### src/rtl/resource_arbiter_if.sv
`timescale 1ns/1ps
// Bundle of request, resource and response signals between the requester lanes,
// the shared resource and the round-robin arbiter.
interface resource_arbiter_if #(
  parameter int NUM_REQ = 4,
  parameter int DATA_W  = 32
);
  logic                      flush;
  logic [NUM_REQ-1:0]        req;
  logic [NUM_REQ*DATA_W-1:0] req_data;
  logic [NUM_REQ-1:0]        grant;
  logic [DATA_W-1:0]         res_in;
  logic                      res_in_valid;
  logic [DATA_W-1:0]         res_out;
  logic                      res_out_valid;
  logic [DATA_W-1:0]         resp_data;
  logic [NUM_REQ-1:0]        resp_valid;
  logic                      busy;
  logic                      timeout_err;

  // Environment side: lanes plus resource
  modport master (
    output flush, req, req_data, res_out, res_out_valid,
    input  grant, res_in, res_in_valid, resp_data, resp_valid, busy, timeout_err
  );

  // Arbiter side
  modport slave (
    input  flush, req, req_data, res_out, res_out_valid,
    output grant, res_in, res_in_valid, resp_data, resp_valid, busy, timeout_err
  );
endinterface

### src/rtl/resource_arbiter.sv
`timescale 1ns/1ps
// Round-robin arbiter: grants one lane at a time to a shared resource, issues its
// operand, and returns the result (or aborts on timeout/flush) to that lane.
module resource_arbiter #(
  parameter int NUM_REQ = 4,
  parameter int DATA_W  = 32,
  parameter int TIMEOUT = 16
) (
  input  logic              clk,
  input  logic              reset,
  resource_arbiter_if.slave bus
);

  localparam int PTR_W = $clog2(NUM_REQ);
  localparam int TMR_W = $clog2(TIMEOUT + 1);
  localparam logic [NUM_REQ-1:0] LANE0_ONEHOT = NUM_REQ'(1);

  typedef enum logic [1:0] {
    IDLE  = 2'd0,
    ISSUE = 2'd1,
    WAIT  = 2'd2
  } state_t;

  state_t             state_reg;
  logic [PTR_W-1:0]   last_ptr_reg;
  logic [PTR_W-1:0]   win_reg;
  logic [TMR_W-1:0]   timer_reg;
  logic [NUM_REQ-1:0] grant_reg;
  logic [NUM_REQ-1:0] resp_valid_reg;
  logic [DATA_W-1:0]  res_in_reg;
  logic [DATA_W-1:0]  resp_data_reg;
  logic               res_in_valid_reg;
  logic               busy_reg;
  logic               timeout_err_reg;

  logic [DATA_W-1:0]  lane_data [NUM_REQ];
  logic [PTR_W-1:0]   cand_idx  [NUM_REQ];
  logic [NUM_REQ-1:0] cand_req;
  logic               arb_found;
  logic [PTR_W-1:0]   arb_win;

  // Candidate gi is the lane gi+1 positions after the last winner, wrapped.
  for (genvar gi = 0; gi < NUM_REQ; gi++) begin : g_lane
    logic [PTR_W:0] cand_sum;

    assign lane_data[gi] = bus.req_data[gi*DATA_W +: DATA_W];
    assign cand_sum      = {1'b0, last_ptr_reg} + (PTR_W+1)'(gi + 1);
    assign cand_idx[gi]  = (cand_sum >= (PTR_W+1)'(NUM_REQ))
                           ? PTR_W'(cand_sum - (PTR_W+1)'(NUM_REQ))
                           : PTR_W'(cand_sum);
    assign cand_req[gi]  = bus.req[cand_idx[gi]];
  end

  always_comb begin
    arb_found = 1'b0;
    arb_win   = '0;
    for (int k = 0; k < NUM_REQ; k++) begin
      if (!arb_found && cand_req[k]) begin
        arb_found = 1'b1;
        arb_win   = cand_idx[k];
      end
    end
  end

  always_ff @(posedge clk or posedge reset) begin
    if (reset) begin
      state_reg        <= IDLE;
      last_ptr_reg     <= PTR_W'(NUM_REQ - 1);
      win_reg          <= '0;
      timer_reg        <= '0;
      grant_reg        <= '0;
      resp_valid_reg   <= '0;
      res_in_reg       <= '0;
      resp_data_reg    <= '0;
      res_in_valid_reg <= 1'b0;
      busy_reg         <= 1'b0;
      timeout_err_reg  <= 1'b0;
    end else begin
      res_in_valid_reg <= 1'b0;
      resp_valid_reg   <= '0;
      timeout_err_reg  <= 1'b0;

      // Flush beats arbitration, the response and the timeout; pointer is kept.
      if (bus.flush) begin
        state_reg <= IDLE;
        grant_reg <= '0;
        timer_reg <= '0;
        busy_reg  <= 1'b0;
      end else begin
        case (state_reg)
          IDLE: begin
            if (arb_found) begin
              win_reg          <= arb_win;
              grant_reg        <= LANE0_ONEHOT << arb_win;
              res_in_reg       <= lane_data[arb_win];
              res_in_valid_reg <= 1'b1;
              busy_reg         <= 1'b1;
              state_reg        <= ISSUE;
            end
          end
          ISSUE: begin
            timer_reg <= '0;
            state_reg <= WAIT;
          end
          WAIT: begin
            if (bus.res_out_valid) begin
              resp_data_reg  <= bus.res_out;
              resp_valid_reg <= grant_reg;
              grant_reg      <= '0;
              last_ptr_reg   <= win_reg;
              timer_reg      <= '0;
              busy_reg       <= 1'b0;
              state_reg      <= IDLE;
            end else if (timer_reg == TMR_W'(TIMEOUT - 1)) begin
              timeout_err_reg <= 1'b1;
              grant_reg       <= '0;
              last_ptr_reg    <= win_reg;
              timer_reg       <= '0;
              busy_reg        <= 1'b0;
              state_reg       <= IDLE;
            end else begin
              timer_reg <= timer_reg + TMR_W'(1);
            end
          end
          default: begin
            state_reg <= IDLE;
            grant_reg <= '0;
            busy_reg  <= 1'b0;
          end
        endcase
      end
    end
  end

  assign bus.grant        = grant_reg;
  assign bus.res_in       = res_in_reg;
  assign bus.res_in_valid = res_in_valid_reg;
  assign bus.resp_data    = resp_data_reg;
  assign bus.resp_valid   = resp_valid_reg;
  assign bus.busy         = busy_reg;
  assign bus.timeout_err  = timeout_err_reg;

endmodule

### src/flat_wrapper.sv
// flat-port wrapper written by rule: the top's interface ports become plain ports
module resource_arbiter_flat 
#(
  parameter int NUM_REQ = 4,
  parameter int DATA_W  = 32,
  parameter int TIMEOUT = 16
)
  (clk, reset, bus_flush, bus_req, bus_req_data, bus_res_out, bus_res_out_valid, bus_grant, bus_res_in, bus_res_in_valid, bus_resp_data, bus_resp_valid, bus_busy, bus_timeout_err);
  resource_arbiter_if #(.NUM_REQ(NUM_REQ), .DATA_W(DATA_W)) bus_i ();
  input  logic clk;
  input  logic reset;
  input wire logic [$bits(bus_i.flush)-1:0] bus_flush;
  input wire logic [$bits(bus_i.req)-1:0] bus_req;
  input wire logic [$bits(bus_i.req_data)-1:0] bus_req_data;
  input wire logic [$bits(bus_i.res_out)-1:0] bus_res_out;
  input wire logic [$bits(bus_i.res_out_valid)-1:0] bus_res_out_valid;
  output wire logic [$bits(bus_i.grant)-1:0] bus_grant;
  output wire logic [$bits(bus_i.res_in)-1:0] bus_res_in;
  output wire logic [$bits(bus_i.res_in_valid)-1:0] bus_res_in_valid;
  output wire logic [$bits(bus_i.resp_data)-1:0] bus_resp_data;
  output wire logic [$bits(bus_i.resp_valid)-1:0] bus_resp_valid;
  output wire logic [$bits(bus_i.busy)-1:0] bus_busy;
  output wire logic [$bits(bus_i.timeout_err)-1:0] bus_timeout_err;
  assign bus_i.flush = bus_flush;
  assign bus_i.req = bus_req;
  assign bus_i.req_data = bus_req_data;
  assign bus_i.res_out = bus_res_out;
  assign bus_i.res_out_valid = bus_res_out_valid;
  assign bus_grant = bus_i.grant;
  assign bus_res_in = bus_i.res_in;
  assign bus_res_in_valid = bus_i.res_in_valid;
  assign bus_resp_data = bus_i.resp_data;
  assign bus_resp_valid = bus_i.resp_valid;
  assign bus_busy = bus_i.busy;
  assign bus_timeout_err = bus_i.timeout_err;
  resource_arbiter #(.NUM_REQ(NUM_REQ), .DATA_W(DATA_W), .TIMEOUT(TIMEOUT)) u_core (.clk(clk), .reset(reset), .bus(bus_i));
endmodule
### config.mk
export PLATFORM = sky130hd
export DESIGN_NAME = resource_arbiter_flat
export DESIGN_NICKNAME = d
export VERILOG_FILES = /design/src/rtl/resource_arbiter_if.sv /design/src/rtl/resource_arbiter.sv /design/src/flat_wrapper.sv
export SDC_FILE = /design/constraint.sdc
export NUM_CORES = 1
export LEC_CHECK = 0
export ABC_AREA = 1
export CORE_AREA = 2 2 119 121
export CTS_CLUSTER_DIAMETER = 40
export CTS_CLUSTER_SIZE = 14
export DETAILED_ROUTE_END_ITERATION = 16
export DIE_AREA = 0 0 121 123
export GPL_ROUTABILITY_DRIVEN = 0
export PLACE_DENSITY = 0.85
export SYNTH_ARGS = -nofsm -noshare
export SYNTH_HDL_FRONTEND = slang
export SYNTH_SLANG_ARGS = --single-unit
export TNS_END_PERCENT = 1
### constraint.sdc
create_clock -name clk -period 2.3 [get_ports clk]
set_input_delay 0.23 -clock clk [delete_from_list [all_inputs] [get_ports clk]]
set_output_delay 0.23 -clock clk [all_outputs]
set_load 0.01 [all_outputs]
==> Word level (Yosys, flattened, before mapping) <==
Cells that the tools add are included.
{ "totals": {"ff_bits": 86, "out_inout_bits": 75} }
{ "classes": {"shifts": 1, "n_reduce_logical": 14, "n_mux": 54, "n_lt_le_gt_ge": 9, "n_eq_ne": 6, "addsub": 9, "bitwise": 2} }
{ "ops": {"columns": ["cell", "n"], "rows": [
  ["binary-select mux 32 bit (select 2 bit)", 1],
  ["2-to-1 mux 32 bit", 2],
  ["2-to-1 mux 2 bit", 14],
  ["2-to-1 mux 4 bit", 7],
  ["2-to-1 mux 1 bit", 19],
  [">= comparator 3 bit, second input constant", 5],
  ["2-to-1 mux 5 bit", 3],
  ["less-than comparator 2 x 3 -> 1 bit, second input constant", 4],
  ["one-hot mux 4 bit (3 select lines)", 1],
  ["AND reduction 3 bit", 4],
  ["one-hot mux 5 bit (2 select lines)", 1],
  ["binary-select mux 1 bit (select 2 bit)", 4],
  ["subtractor 2 x 1 -> 2 bit, second input constant", 4],
  ["adder 2 x 2 -> 3 bit, second input constant", 2],
  ["one-hot mux 2 bit (3 select lines)", 1],
  ["adder 5 x 1 -> 5 bit, second input constant", 1],
  ["== test 5 x 4 -> 1 bit, second input constant", 1],
  ["!= test 4 x 3 -> 1 bit, second input constant", 1],
  ["<< shifter 1 x 2 -> 4 bit, first input constant", 1],
  ["adder 2 x 1 -> 3 bit, second input constant", 1],
  ["adder 2 x 3 -> 3 bit, second input constant", 1],
  ["logical AND 1 bit", 3],
  ["zero test 1 bit", 3],
  ["!= test 3 x 2 -> 1 bit, second input constant", 1],
  ["other kinds (10)", 10]
]} }

==> Logic depth before layout (Yosys ltp) <==
Gate-level depths: netlist (run 1).
{ "logic_depth": {"word_depth": 19, "ltp_mapped": 18} }

==> Worst setup path after synthesis (run 1) <==
No wires, ideal clock.
{ "synth_timing": {"path_kind": "reg2reg", "from": "reg u_core.last_ptr_reg[0]", "to": "reg u_core.res_in_reg[0], in the netlist u_core.bus.res_in[0]", "path_slack_ns": 0.406, "required_time_ns": 2.183, "setup_time_ns": 0.117, "n_path_buf": 3, "path_stages_with_launch": 17, "arrival_ns": 1.777, "path_cell_list": "dfstp_2 -> buf_6 -> inv_4 -> nand2_2 -> nand2_2 -> nand2_1 -> nand2_1 -> nor2_4 -> nand3_4 -> buf_6 -> buf_2 -> nand4_1 -> nand2_1 -> nand2_1 -> nand2_1 -> nand2_1 -> nand2_1"} }
{ "synth_between": {"elab_chain_len": 19, "word_cells_on_any_way": 43, "classes_between": "add/sub: 8; order compare: 4; mux: 23; bitwise: 1; reduce/logical: 7"} }
{ "synth_rtl": {"columns": ["item", "line_no", "source"], "rows": [
  ["from (decl)", "resource_arbiter.sv:25", "logic [PTR_W-1:0] last_ptr_reg;"],
  ["from (signal assigned)", "resource_arbiter.sv:68", "last_ptr_reg <= PTR_W'(NUM_REQ - 1);"],
  ["from (signal assigned)", "resource_arbiter.sv:110", "last_ptr_reg <= win_reg;"],
  ["from (signal assigned)", "resource_arbiter.sv:117", "last_ptr_reg <= win_reg;"],
  ["adder 2 x 1 -> 3 bit", "resource_arbiter.sv:47", "assign cand_sum = {1'b0, last_ptr_reg} + (PTR_W+1)'(gi + 1);"],
  [">= comparator 3 bit or subtractor 2 x 1 -> 2 bit (tied branches)", "resource_arbiter.sv:48, resource_arbiter.sv:49", null],
  ["2-to-1 mux 2 bit", "resource_arbiter.sv:49", "? PTR_W'(cand_sum - (PTR_W+1)'(NUM_REQ))"],
  ["binary-select mux 1 bit (select 2 bit)", "resource_arbiter.sv:51", "assign cand_req[gi] = bus.req[cand_idx[gi]];"],
  ["2-to-1 mux 1 bit (implied by the code)", "resource_arbiter.sv:51", null],
  ["2-to-1 mux 1 bit", "resource_arbiter.sv:58", "if (!arb_found && cand_req[k]) begin"],
  ["zero test 1 bit", "resource_arbiter.sv:58", null],
  ["logical AND 1 bit", "resource_arbiter.sv:58", null],
  ["[... 2 more ...]", null, null],
  ["logical AND 1 bit", "resource_arbiter.sv:58", null],
  ["2-to-1 mux 1 bit", "resource_arbiter.sv:58", null],
  ["zero test 1 bit", "resource_arbiter.sv:58", null],
  ["logical AND 1 bit", "resource_arbiter.sv:58", null],
  ["2-to-1 mux 2 bit", "resource_arbiter.sv:58", null],
  ["NOT 2 -> 3 bit (implied by the code)", "resource_arbiter.sv:95", "res_in_reg <= lane_data[arb_win];"],
  ["binary-select mux 32 bit (select 2 bit)", "resource_arbiter.sv:95", null],
  ["2-to-1 mux 32 bit (implied by the code) (2 in series)", "resource_arbiter.sv:95", null],
  ["to (signal assigned)", "resource_arbiter.sv:95", null],
  ["to (decl)", "resource_arbiter.sv:30", "logic [DATA_W-1:0] res_in_reg;"]
]} }
Several ways; a longest one is shown, not always the timed one. The select of a mux whose other input is x is not followed.
A chain may end at the register's enable or synchronous reset.

==> Worst setup path in the final report (run 1) <==
{ "layout_timing": {"from": "reg u_core.last_ptr_reg[1]", "to": "reg u_core.res_in_reg[19], in the netlist u_core.bus.res_in[19]"} }
Same word-level chain as after synthesis.

==> results by group, run 1 <==
Synth
  – Gate Count Post-Synth: 678
  – Synth top cells by count: nand2_1, dfrtp_1, nand4_1
  – Number of distinct standard cells referenced by the synthesized netlist: 29
  – Primary FF master, synth: dfrtp_1
  – Post-synthesis cell area: 5060 um^2
  – Avg Cell Area, Syn: 7.46 um^2
  – Cell accounting for the most synthesized area: dfrtp_1
  – Net count after synthesis: 847
  – Seq/Total Area, Yosys: 42.6%
  – Ys Warns: 0
  – Top cells by area, synth: dfrtp_1, nand2_1, nand4_1, mux2_2, nand2_2
  – Top-area cell type share of the netlist area: 41.5%
  – Post-synth EDFFs: 0
  – Async SR Flop Fraction: 100%
  – Most common cell in the netlist: nand2_1
  – Synth Register Bits: 86

Setup path
  – Launch point of the worst path: u_core.last_ptr_reg[1]$_DFFE_PP1P_
  – Worst setup path category: flop to flop
  – Crit path required time: 2.58 ns
  – Crit path max fanout: 36
  – Startpoint types: flop
  – Reg2Reg Launch Point: u_core.last_ptr_reg[1]$_DFFE_PP1P_
  – Arrival time at the worst endpoint: 2.45 ns
  – R2R Setup Slk: 0.13 ns
  – CP Capture Type: flop

GRT
  – GRT Total Usage: 22.3%
  – First-pass GRT wire length: 26100 um
  – Largest net degree at the start of global routing: 45
  – Number of global-route vias before repair: 5214
  – Initial antenna violation count: 0
  – Gr ovfl total: 0

Clocking
  – Hold-fix buffers at CTS: 0
  – Bufs on Longest Clock Path: 2
  – Worst-Skew Late Latency: 0.34 ns
  – Root Buffer: clkbuf_16
  – H-Tree Depth: 3
  – CTS Sinks: 86
  – CTS clock-pin slew for the worst setup and hold paths: 0.07 ns
  – CTS tree: done
  – TritonCTS buffer count: 9

STA
  – Final hold vios: 0
  – Worst Tran Pin Value: 0.638 ns
  – Worst slew margin: 57.3%
  – Final worst-path cycle share: 94.4%
  – Maximum clock frequency: 460 MHz
  – Hold Slack: 0.329 ns
  – Setup Skew: 0.00654 ns
  – RSZ-0062 raised after global routing: yes
  – Fin. max-slew vios: 0
  – Final Setup Violations: 0
  – Post-layout min period: 2.17 ns

Pwr
  – Switching power: 5870 uW
  – Clock Power Share: 12.7%
  – Sw frac: 47.0%
  – Power share of the sequential group: 20.1%
  – P_int: 6630 uW
  – Combinational power share: 67.2%
  – Power per cell area: 1550 nW/um^2
  – P_leak: 0.00389 uW
  – VDD IR max: 0.831 mV

Routing
  – First-pass DRT Iterations: 5
  – Total Wirelength: 16700 um
  – Total number of vias: 5345
  – Drt first-iter violations: 381
  – Residual DRC: 0
  – Routed Antenna Nets: 0
  – Post-DR wirelength/cell: 15.3 um
  – DR vias/cell: 4.89

Layout
  – Ant diodes: 0
  – Fillers: 1208
  – Share of cells above drive strength 1: 11.5%
  – Area growth from synthesis to layout: 58.9%
  – NumNets Final: 1077
  – Fin util: 59.1%
  – Design Area, Final: 8040 um^2

Placed design
  – Buffers added on ports: 242
  – Placed inst area: 7700 um^2
  – HPWL Detailed: 12400 um

Run
  – Max_cap viols: 0

Floorplan
  – Ports: 243
  – Row Count: 43
  – Initial core utilization: 37.2%
  – Core area: 13600 um^2
  – Chip Width: 121 um
  – Die ar.: 14900 um^2
  – Die Y: 123 um

Worst hold path
  – HP Class: input pin to async pin

Run status
  – Status: finished clean
[area by class of cell]
type,instances,area [um^2],share of cell area (%)
clock inverters,6,95.1,1.18
multi-input cells,520,2520,31.3
clock buffers,9,225,2.80
well taps,180,225,2.80
repair buffers,264,2710,33.7
flip-flops and latches,86,2150,26.8
inverters,27,113,1.40
[worst max-delay path, stage by stage (launching register included)]
cell,delay (ns)
dfstp_2,0.61
inv_4,0.08
nand2_2,0.09
nand2_2,0.07
nand2_2,0.07
nand2_2,0.08
nor2_4,0.13
nand3_4,0.13
nand3_4,0.20
buf_12,0.23
nand2_1,0.07
nand2_1,0.08
nand2_1,0.06
nand2_1,0.09
nand2_1,0.05
nand2_1,0.06
[routing by layer]
layer | part of all wire [%] | vias up | global-route usage [%]
met4 | 3.2 | 0 | 9.30
li1 | - | 2637 | -
met3 | 5.5 | 38 | 5.30
met2 | 51 | 193 | 38.0
met5 | 0 | - | 0
met1 | 41 | 2477 | 27.2
[worst paths after layout]
kind | end | depth (start not counted)
max in group asynchronous | u_core.bus.resp_data[20]$_DFFE_PP0P_ | 3
worst min-delay path | u_core.bus.resp_data[29]$_DFFE_PP0P_ | 2
worst max-delay path | u_core.bus.res_in[19]$_DFFE_PP0P_ | 15
worst min register to register | u_core.bus.timeout_err$_DFF_PP0_ | 1
min in group clk | u_core.bus.timeout_err$_DFF_PP0_ | 1
worst max register to register | u_core.bus.res_in[19]$_DFFE_PP0P_ | 15
[through the flow]
step           setup TNS, ns  std cells  setup WS [ns]  total power (uW)
2_1_floorplan              0        678          0.406              8060
3_3_place_gp               0       1077         0.0698             10700
3_5_place_dp        -0.00532       1077       -0.00532             10800
4_1_cts                    0       1092         0.0340             12500
5_1_grt              -0.0859       1092        -0.0398             13600
6_report                   0       1092          0.128             12500
[logic make-up (layout without fill, tap and decap cells)]
logic type / after synthesis / count (layout) / share of synthesized area [%]
buffers and inverters: 72 / 306 / 7.79
AO/OA/AOI/OAI: 21 / 21 / 2.20
AND/OR/NAND/NOR: 466 / 466 / 40.1
flip-flops: 86 / 86 / 42.6
multiplexers: 32 / 32 / 7.12
adder cells (fa/ha/maj): 1 / 1 / 0.247
[cell usage in the layout, fill, tap and decap left out, drive strengths merged]
cell type	count
nand3	15
a31oi	1
buf	22
clkbuf	9
a211oi	1
clkdlybuf4s50	242
clkinv	2
inv	28
nand4	64
mux2	32
bufinv	2
nor3	1
nand2	367
dfstp	2
nor2	19
a21boi	1
a21oi	5
dfrtp	84
ha	1
clkinvlp	1
o21ai	13
[power by group through the flow]
stage | clock network (uW) | registers [uW] | logic [uW]
after global routing | 1680 | 2590 | 9380
after detailed placement | 0 | 2520 | 8310
after global placement | 0 | 2500 | 8210
after CTS | 1620 | 2510 | 8350
final | 1590 | 2520 | 8400
after floorplan | 0 | 2760 | 5300
[repair_timing]
action,in CTS,in global routing
gates resized for setup,0,8
setup endpoints to repair,0,35
buffers inserted,0,0
No activity file was read; power rests on OpenSTA's default activity.
==> run 2: changes to the inputs <==
==> constraint.sdc (replaced) <==
create_clock -name clk -period 2.3 [get_ports clk]
set_input_delay 0.46 -clock clk [delete_from_list [all_inputs] [get_ports clk]]
set_output_delay 0.46 -clock clk [all_outputs]
set_load 0.01 [all_outputs]
==> run 2 against run 1 <==
Worst hold slack improved by 0.14 ns. Global-route usage up 0.81 points. Sequential cell count unchanged. Sequential power barely moved. Count of clock-buffer cells in the layout did not move. Register-to-register slack better by 0.05 ns. Largest power group unchanged. Critical path depth shrank 4.
==> results by group, run 2 (same netlist as run 1, synthesis figures left out) <==
GRT
  – First-pass GRT wire length: 27000 um (+3.3%)
  – Gr ovfl total: 0 (unchanged)
  – Met2 Use GR: 39.5% (+1.4 points)
  – GRT Total Usage: 23.1% (+0.81 points)
  – M3 GR Usage: 4.94% (-0.37 points)
  – Largest net degree at the start of global routing: 50 (+11%)
  – Busiest grt layer: met2
  – Initial antenna violation count: 0 (unchanged)
  – M1 GR Usage: 28.4% (+1.2 points)
  – Number of global-route vias before repair: 5412 (+3.8%)

Setup path
  – Worst path slowest cell: dfstp_2
  – CP peak stage delay: 0.59 ns (-0.02 ns)
  – Worst Reg-to-Reg Cells: 11 (-4)
  – R2R Setup Slk: 0.17 ns (+0.05 ns)
  – Reg2Reg Launch Point: u_core.last_ptr_reg[0]$_DFFE_PP1P_
  – Crit path max fanout: 6 (-83%)
  – Worst setup path category: flop to flop
  – Arrival time at the worst endpoint: 2.38 ns (-0.07 ns)
  – Startpoint types: flop
  – Crit path required time: 2.56 ns (-0.02 ns)
  – CP Depth: 11 (-4)
  – Crit path top cell by count: buf_4
  – Top delay family on crit path: simple AND/OR/NAND/NOR gates
  – CP Buf/Inv Count: 3 (+1)
  – R2r endpoint: u_core.bus.grant[0]$_DFFE_PP0P_
  – CP Capture Type: flop
  – CP cell instances: buf_6 -> nand2_1 -> nand3_1 -> nand2_2 -> nor2_4 -> nand3_4 -> buf_4 -> o21ai_1 -> nor2_1 -> buf_4 -> o21ai_0

Pwr
  – Power share of the sequential group: 19.1% (-1.0 points)
  – Switching power: 6260 uW (+6.7%)
  – P_leak: 0.00398 uW (+2.2%)
  – VDD IR max: 0.909 mV (+9.3%)
  – Sw frac: 47.3% (+0.32 points)
  – P_int: 6990 uW (+5.4%)
  – Clock Power Share: 10.9% (-1.8 points)
  – Power per cell area: 1620 nW/um^2 (+3.9%)
  – Combinational power share: 70.0% (+2.8 points)

Layout
  – Storage cell area: 2150 um^2 (unchanged)
  – Commonest cells after routing, fill and taps aside: nand2_1, clkdlybuf4s50_1, dfrtp_1, nand4_1, mux2_2
  – Design Area, Final: 8200 um^2 (+2.0%)
  – Share of cells above drive strength 1: 12.9% (+1.4 points)
  – NumNets Final: 1089 (+1.1%)
  – Area growth from synthesis to layout: 62.1%
  – Fillers: 1207 (-0.083%)
  – Most common cell after layout, fill and taps aside: nand2_1
  – Final Instance Count excl. Fillers: 1105 (+1.2%)
  – Combined area of the multi-input logic cells: 2530 um^2 (+0.40%)
  – Ant diodes: 0 (unchanged)

Clocking
  – TritonCTS buffer count: 9 (unchanged)
  – H-Tree Depth: 3 (unchanged)
  – Hold-fix buffers at CTS: 0 (unchanged)
  – Bufs on Longest Clock Path: 2 (unchanged)
  – CTS clock-pin slew for the worst setup and hold paths: 0.07 ns (about the same)
  – CTS tree: done
  – Worst-Skew Late Latency: 0.35 ns (about the same)
  – CTS Sinks: 86 (unchanged)
  – Root Buffer: clkbuf_16

Routing
  – First-pass DRT Iterations: 5 (unchanged)
  – Routed Antenna Nets: 0 (unchanged)
  – Drt first-iter violations: 427 (+12%)
  – Total Wirelength: 17800 um (+6.8%)
  – Residual DRC: 0 (unchanged)
  – Post-DR wirelength/cell: 16.1 um (+5.5%)
  – DR vias/cell: 4.93 (+0.65%)
  – Total number of vias: 5444 (+1.9%)

Run
  – Max_cap viols: 0 (unchanged)

Floorplan
  – Ports: 243 (unchanged)
  – Row Count: 43 (unchanged)
  – Core area: 13600 um^2 (unchanged)
  – Chip Width: 121 um (unchanged)
  – Initial core utilization: 37.2% (unchanged)
  – Die ar.: 14900 um^2 (unchanged)
  – Die Y: 123 um (unchanged)

Placed design
  – Placed instance count: 1083 (+0.56%)
  – HPWL Detailed: 12800 um (+3.2%)
  – Placed inst area: 7780 um^2 (+1.1%)
  – Buffers added on ports: 242 (unchanged)

STA
  – RSZ-0062 raised after global routing: yes
  – Setup Skew: 0.00949 ns (+0.00295 ns)
  – Maximum clock frequency: 471 MHz (+2.2%)
  – Final hold vios: 0 (unchanged)
  – Post-layout min period: 2.13 ns (-0.0468 ns)
  – Worst slew margin: 67.7% (+10 points)
  – Final Setup Violations: 0 (unchanged)
  – Fin. max-slew vios: 0 (unchanged)
  – Worst Tran Pin Value: 0.484 ns (-0.154 ns)
  – Final worst-path cycle share: 92.4% (-2.0 points)

Worst hold path
  – Hold Crit Start: u_core.timer_reg[4]$_DFFE_PP0P_
  – HP Class: flop to flop
  – Worst hold stages: 1
  – Hold endpoint: u_core.bus.timeout_err$_DFF_PP0_

Run status
  – Status: finished clean
run 2: area by class of cell:
type / instances / area share [%]
Timing Repair Buffer: 276 / 35.2
Clock buffer: 9 / 2.75
Clock inverter: 7 / 0.870
Inverter: 27 / 1.31
Sequential cell: 86 / 26.3
Multi-Input combinational cell: 520 / 30.8
Tap cell: 180 / 2.75
run 2: through the flow:
| step | setup WS (ns) | setup TNS (ns) | hold slack [ns] | power [uW] | utilization, % |
|---|---|---|---|---|---|
| finish | 0.175 | 0 | 0.470 | 13200 | 60.2 |
| floorplan | 0.406 | 0 | 0.427 | 8060 | - |
| detailed placement | -0.168 | -1.80 | 0.465 | 11300 | 57.2 |
| global route | -0.0157 | -0.0157 | 0.509 | 14500 | 60.2 |
| global placement | -0.0441 | -0.444 | 0.450 | 11100 | 57.2 |
| CTS | 0.0540 | 0 | 0.476 | 12800 | 59.3 |
run 2: timing repair:
action | in CTS | in global routing
setup endpoints to repair | 0 | 20
buffers inserted | 0 | 3
resized for setup | 0 | 7
run 2: power groups by stage:
| stage | combinational (uW) | sequential (uW) | clock (uW) |
|---|---|---|---|
| after CTS | 8790 | 2530 | 1480 |
| after global routing | 10300 | 2600 | 1560 |
| after detailed placement | 8740 | 2550 | 0 |
| after floorplan | 5300 | 2760 | 0 |
| after global placement | 8620 | 2520 | 0 |
| final | 9280 | 2530 | 1440 |
run 2: worst max-delay path by stage:
stage / endpoint / slack (ns) / startpoint
after global routing: u_core.bus.res_in[7]$_DFFE_PP0P_ / -0.02 / u_core.last_ptr_reg[0]$_DFFE_PP1P_
final: u_core.bus.grant[0]$_DFFE_PP0P_ / 0.17 / u_core.last_ptr_reg[0]$_DFFE_PP1P_
after floorplan: u_core.bus.res_in[0]$_DFFE_PP0P_ / 0.41 / u_core.last_ptr_reg[0]$_DFFE_PP1P_
after global placement: u_core.bus.res_in[14]$_DFFE_PP0P_ / -0.04 / bus_req[2]
after CTS: u_core.bus.grant[0]$_DFFE_PP0P_ / 0.05 / u_core.last_ptr_reg[0]$_DFFE_PP1P_
after detailed placement: u_core.bus.grant[2]$_DFFE_PP0P_ / -0.17 / bus_req[1]
run 2: layer usage:
layer	vias up	wire, um	share of wire, %
li1	2670	-	-
met1	2529	7240	41
met2	202	8820	50
met3	43	1050	5.9
met4	0	677	3.8
met5	-	0	0
run 2: worst register-to-register path, cell delays in order, from the launching register on:
cell and delay, ns:
dfstp_2 0.59, buf_6 0.13, nand2_1 0.05, nand3_1 0.11
nand2_2 0.09, nor2_4 0.15, nand3_4 0.14, buf_4 0.20
o21ai_1 0.16, nor2_1 0.08, buf_4 0.15, o21ai_0 0.18
==> run 3: changes to the inputs <==
--- a/config.mk
+++ b/config.mk
@@ -6,13 +6,14 @@
 export NUM_CORES = 1
 export LEC_CHECK = 0
 export ABC_AREA = 1
-export CORE_AREA = 2 2 119 121
+export CORE_AREA = 2 2 99 101
 export CTS_CLUSTER_DIAMETER = 40
 export CTS_CLUSTER_SIZE = 14
 export DETAILED_ROUTE_END_ITERATION = 16
-export DIE_AREA = 0 0 121 123
+export DIE_AREA = 0 0 101 103
+export DONT_BUFFER_PORTS = 1
 export GPL_ROUTABILITY_DRIVEN = 0
-export PLACE_DENSITY = 0.85
+export PLACE_DENSITY = 0.8
 export SYNTH_ARGS = -nofsm -noshare
 export SYNTH_HDL_FRONTEND = slang
 export SYNTH_SLANG_ARGS = --single-unit
==> run 3 against run 2 <==
Routed wire length decreased by 27%. Combinational power down 31%. Highest routed layer unchanged. Register-to-register slack got worse by 0.02 ns. First-iteration DRC count down 50%. Critical endpoint is now u_core.bus.res_in[5]$_DFFE_PP0P_. Final cell count down 29%. Final area shrank 35%. Global-route usage increased by 1.0 points. Worst hold slack lost 0.45 ns. Maximum frequency shrank 1.1%. Sequential power rose by 15%. Clock power decreased by 31%. Power fell by 22%.
==> results by group, run 3 (same netlist as run 1, synthesis figures left out) <==
Layout
  – NumNets Final: 832 (-24%)
  – Ant diodes: 0 (unchanged)
  – Most common cell after layout, fill and taps aside: nand2_1
  – Fillers: 887 (-27%)
  – Fin util: 56.7% (-3.6 points)
  – Commonest cells after routing, fill and taps aside: nand2_1, dfrtp_1, nand4_1, mux2_2
  – Share of cells above drive strength 1: 15.3% (+2.4 points)
  – Area growth from synthesis to layout: 5.91%

Placed design
  – Worst slack, placed: -0.00127 ns (+0.167 ns)
  – Buffers added on ports: 0 (-100%)
  – HPWL Detailed: 9410 um (-26%)

Worst hold path
  – HP Class: input pin to async pin

Routing
  – Residual DRC: 0 (unchanged)
  – DR vias/cell: 5.67 (+15%)
  – First-pass DRT Iterations: 4 (-1)
  – Routed Antenna Nets: 0 (unchanged)
  – Drt first-iter violations: 213 (-50%)
  – Total number of vias: 4428 (-19%)
  – Post-DR wirelength/cell: 16.6 um (+3.1%)
  – Total Wirelength: 13000 um (-27%)

STA
  – Final Setup Violations: 0 (unchanged)
  – Setup TNS: 0 ns (unchanged)
  – Post-layout min period: 2.15 ns (+0.0239 ns)
  – Final worst-path setup slack: 0.151 ns (-0.0239 ns)
  – Final hold vios: 0 (unchanged)
  – Worst Tran Pin Value: 0.559 ns (+0.0752 ns)
  – Worst slew margin: 62.3% (-5.4 points)
  – Final worst-path cycle share: 93.4% (+1.0 points)
  – Fin. max-slew vios: 0 (unchanged)
  – Maximum clock frequency: 465 MHz (-1.1%)
  – RSZ-0062 raised after global routing: no
  – Setup Skew: 0.0118 ns (+0.00233 ns)

Floorplan
  – Core area: 9460 um^2 (-31%)
  – Chip Width: 101 um (-17%)
  – Die ar.: 10400 um^2 (-30%)
  – Row Count: 36 (-16%)
  – Ports: 243 (unchanged)
  – Die Y: 103 um (-16%)
  – Initial core utilization: 53.5% (+16 points)

GRT
  – Largest net degree at the start of global routing: 49 (-2.0%)
  – M1 GR Usage: 27.7% (-0.72 points)
  – GRT Total Usage: 24.1% (+1.0 points)
  – First-pass GRT wire length: 19400 um (-28%)
  – Busiest grt layer: met2
  – Met2 Use GR: 42.5% (+3.0 points)
  – M3 GR Usage: 5.56% (+0.62 points)
  – Number of global-route vias before repair: 4169 (-23%)
  – Gr ovfl total: 0 (unchanged)
  – Initial antenna violation count: 0 (unchanged)

Pwr
  – Total power: 10300 uW (-22%)
  – P_leak: 0.00287 uW (-28%)
  – Power per cell area: 1920 nW/um^2 (+19%)
  – VDD IR max: 1.28 mV (+41%)

Setup path
  – Startpoint types: flop
  – Worst path slowest cell: dfstp_2
  – Crit path required time: 2.55 ns (about the same)
  – CP Capture Type: flop
  – CP Depth: 16 (+5)
  – Arrival time at the worst endpoint: 2.40 ns (+0.02 ns)
  – Crit path top cell by count: nand2_1
  – Worst Reg-to-Reg Cells: 16 (+5)
  – CP peak stage delay: 0.62 ns (+0.03 ns)
  – Crit path max fanout: 24 (+18)
  – CP cell instances: buf_4 -> buf_4 -> nand2_1 -> nand3_1 -> nand2_1 -> nand2_2 -> nand2_1 -> nand2_2 -> nand3_4 -> buf_12 -> nand2_1 -> nand2_1 -> nand2_1 -> nand2_1 -> nand2_1 -> nand2_1
  – Worst setup path category: flop to flop
  – CP Buf/Inv Count: 3 (unchanged)
  – Top delay family on crit path: simple AND/OR/NAND/NOR gates

Clocking
  – CTS clock-pin slew for the worst setup and hold paths: 0.09 ns (+0.02 ns)
  – H-Tree Depth: 3 (unchanged)
  – Worst-Skew Late Latency: 0.37 ns (+0.02 ns)
  – Root Buffer: clkbuf_8
  – CTS tree: done
  – Bufs on Longest Clock Path: 2 (unchanged)
  – TritonCTS buffer count: 9 (unchanged)
  – CTS Sinks: 86 (unchanged)

Run status
  – Status: finished clean

Run
  – Max_cap viols: 0 (unchanged)
[run 3: cell count changes in the layout (fill, tap and decap cells not counted), sizes merged]
| cell | before | now |
|---|---|---|
| clkinvlp | 1 | 3 |
| clkdlybuf4s50 | 242 | 0 |
| clkbuf | 12 | 11 |
| inv | 31 | 26 |
| buf | 31 | 19 |
[run 3: layer usage]
layer | vias to the layer above | part of all wire (%)
li1 | 2157 | -
met1 | 2041 | 39
met2 | 207 | 50
met3 | 23 | 8.9
met4 | 0 | 2.4
met5 | - | 0
[run 3: through the flow]
step | hold WS, ns | std cells | area (um^2)
5_1_grt | 0.0371 | 781 | 5360
3_3_place_gp | 0.421 | 762 | 5120
4_1_cts | 0.0228 | 777 | 5300
3_5_place_dp | 0.429 | 762 | 5120
2_1_floorplan | 0.427 | 678 | 5060
6_report | 0.0197 | 781 | 5360
[run 3: report_power, final]
part	switching (uW)	total (uW)	leakage, uW	internal [uW]
clock	549	998	0.0000876	449
combinational	4090	6370	0.00170	2280
sequential	755	2920	0.00109	2170
total	5400	10300	0.00287	4890
[run 3: worst reg2reg max path, stage by stage, from the launching register on]
cell and delay [ns]:
dfstp_2 0.62, buf_4 0.14, buf_4 0.10, nand2_1 0.06
nand3_1 0.08, nand2_1 0.06, nand2_2 0.08, nand2_1 0.08
nand2_2 0.14, nand3_4 0.13, buf_12 0.18, nand2_1 0.08
nand2_1 0.07, nand2_1 0.07, nand2_1 0.05, nand2_1 0.06
nand2_1 0.04
[run 3: final cells by class]
cell class / count / area (um^2) / share of cell area (%)
clock buffer: 11 / 151 / 2.83
clock inverter: 4 / 32.5 / 0.607
inverter: 27 / 110 / 2.05
multi-input combinational: 520 / 2520 / 47.0
sequential: 86 / 2150 / 40.2
tap: 114 / 143 / 2.66
timing repair buffer: 19 / 249 / 4.65
[run 3: repair_timing]
| action | CTS | global route |
|---|---|---|
| hold buffers | 0 | 0 |
| setup buffers | 0 | 4 |
| resized for setup | 1 | 8 |
| endpoints found under the hold margin | 0 | 0 |
| setup endpoints to repair | 5 | 38 |
[run 3: path summary, 6_finish.rpt]
kind	from	endpoint	slack (ns)
worst max-delay path	u_core.last_ptr_reg[0]$_DFFE_PP1P_	u_core.bus.res_in[5]$_DFFE_PP0P_	0.15
worst min-delay path	reset	u_core.bus.res_in[21]$_DFFE_PP0P_	0.02
worst max register to register	u_core.last_ptr_reg[0]$_DFFE_PP1P_	u_core.bus.res_in[5]$_DFFE_PP0P_	0.15
worst min register to register	u_core.timer_reg[4]$_DFFE_PP0P_	u_core.bus.timeout_err$_DFF_PP0_	0.48
max in group asynchronous	reset	u_core.last_ptr_reg[1]$_DFFE_PP1P_	1.96
min in group clk	bus_flush	u_core.state_reg[1]$_DFFE_PP0P_	0.23
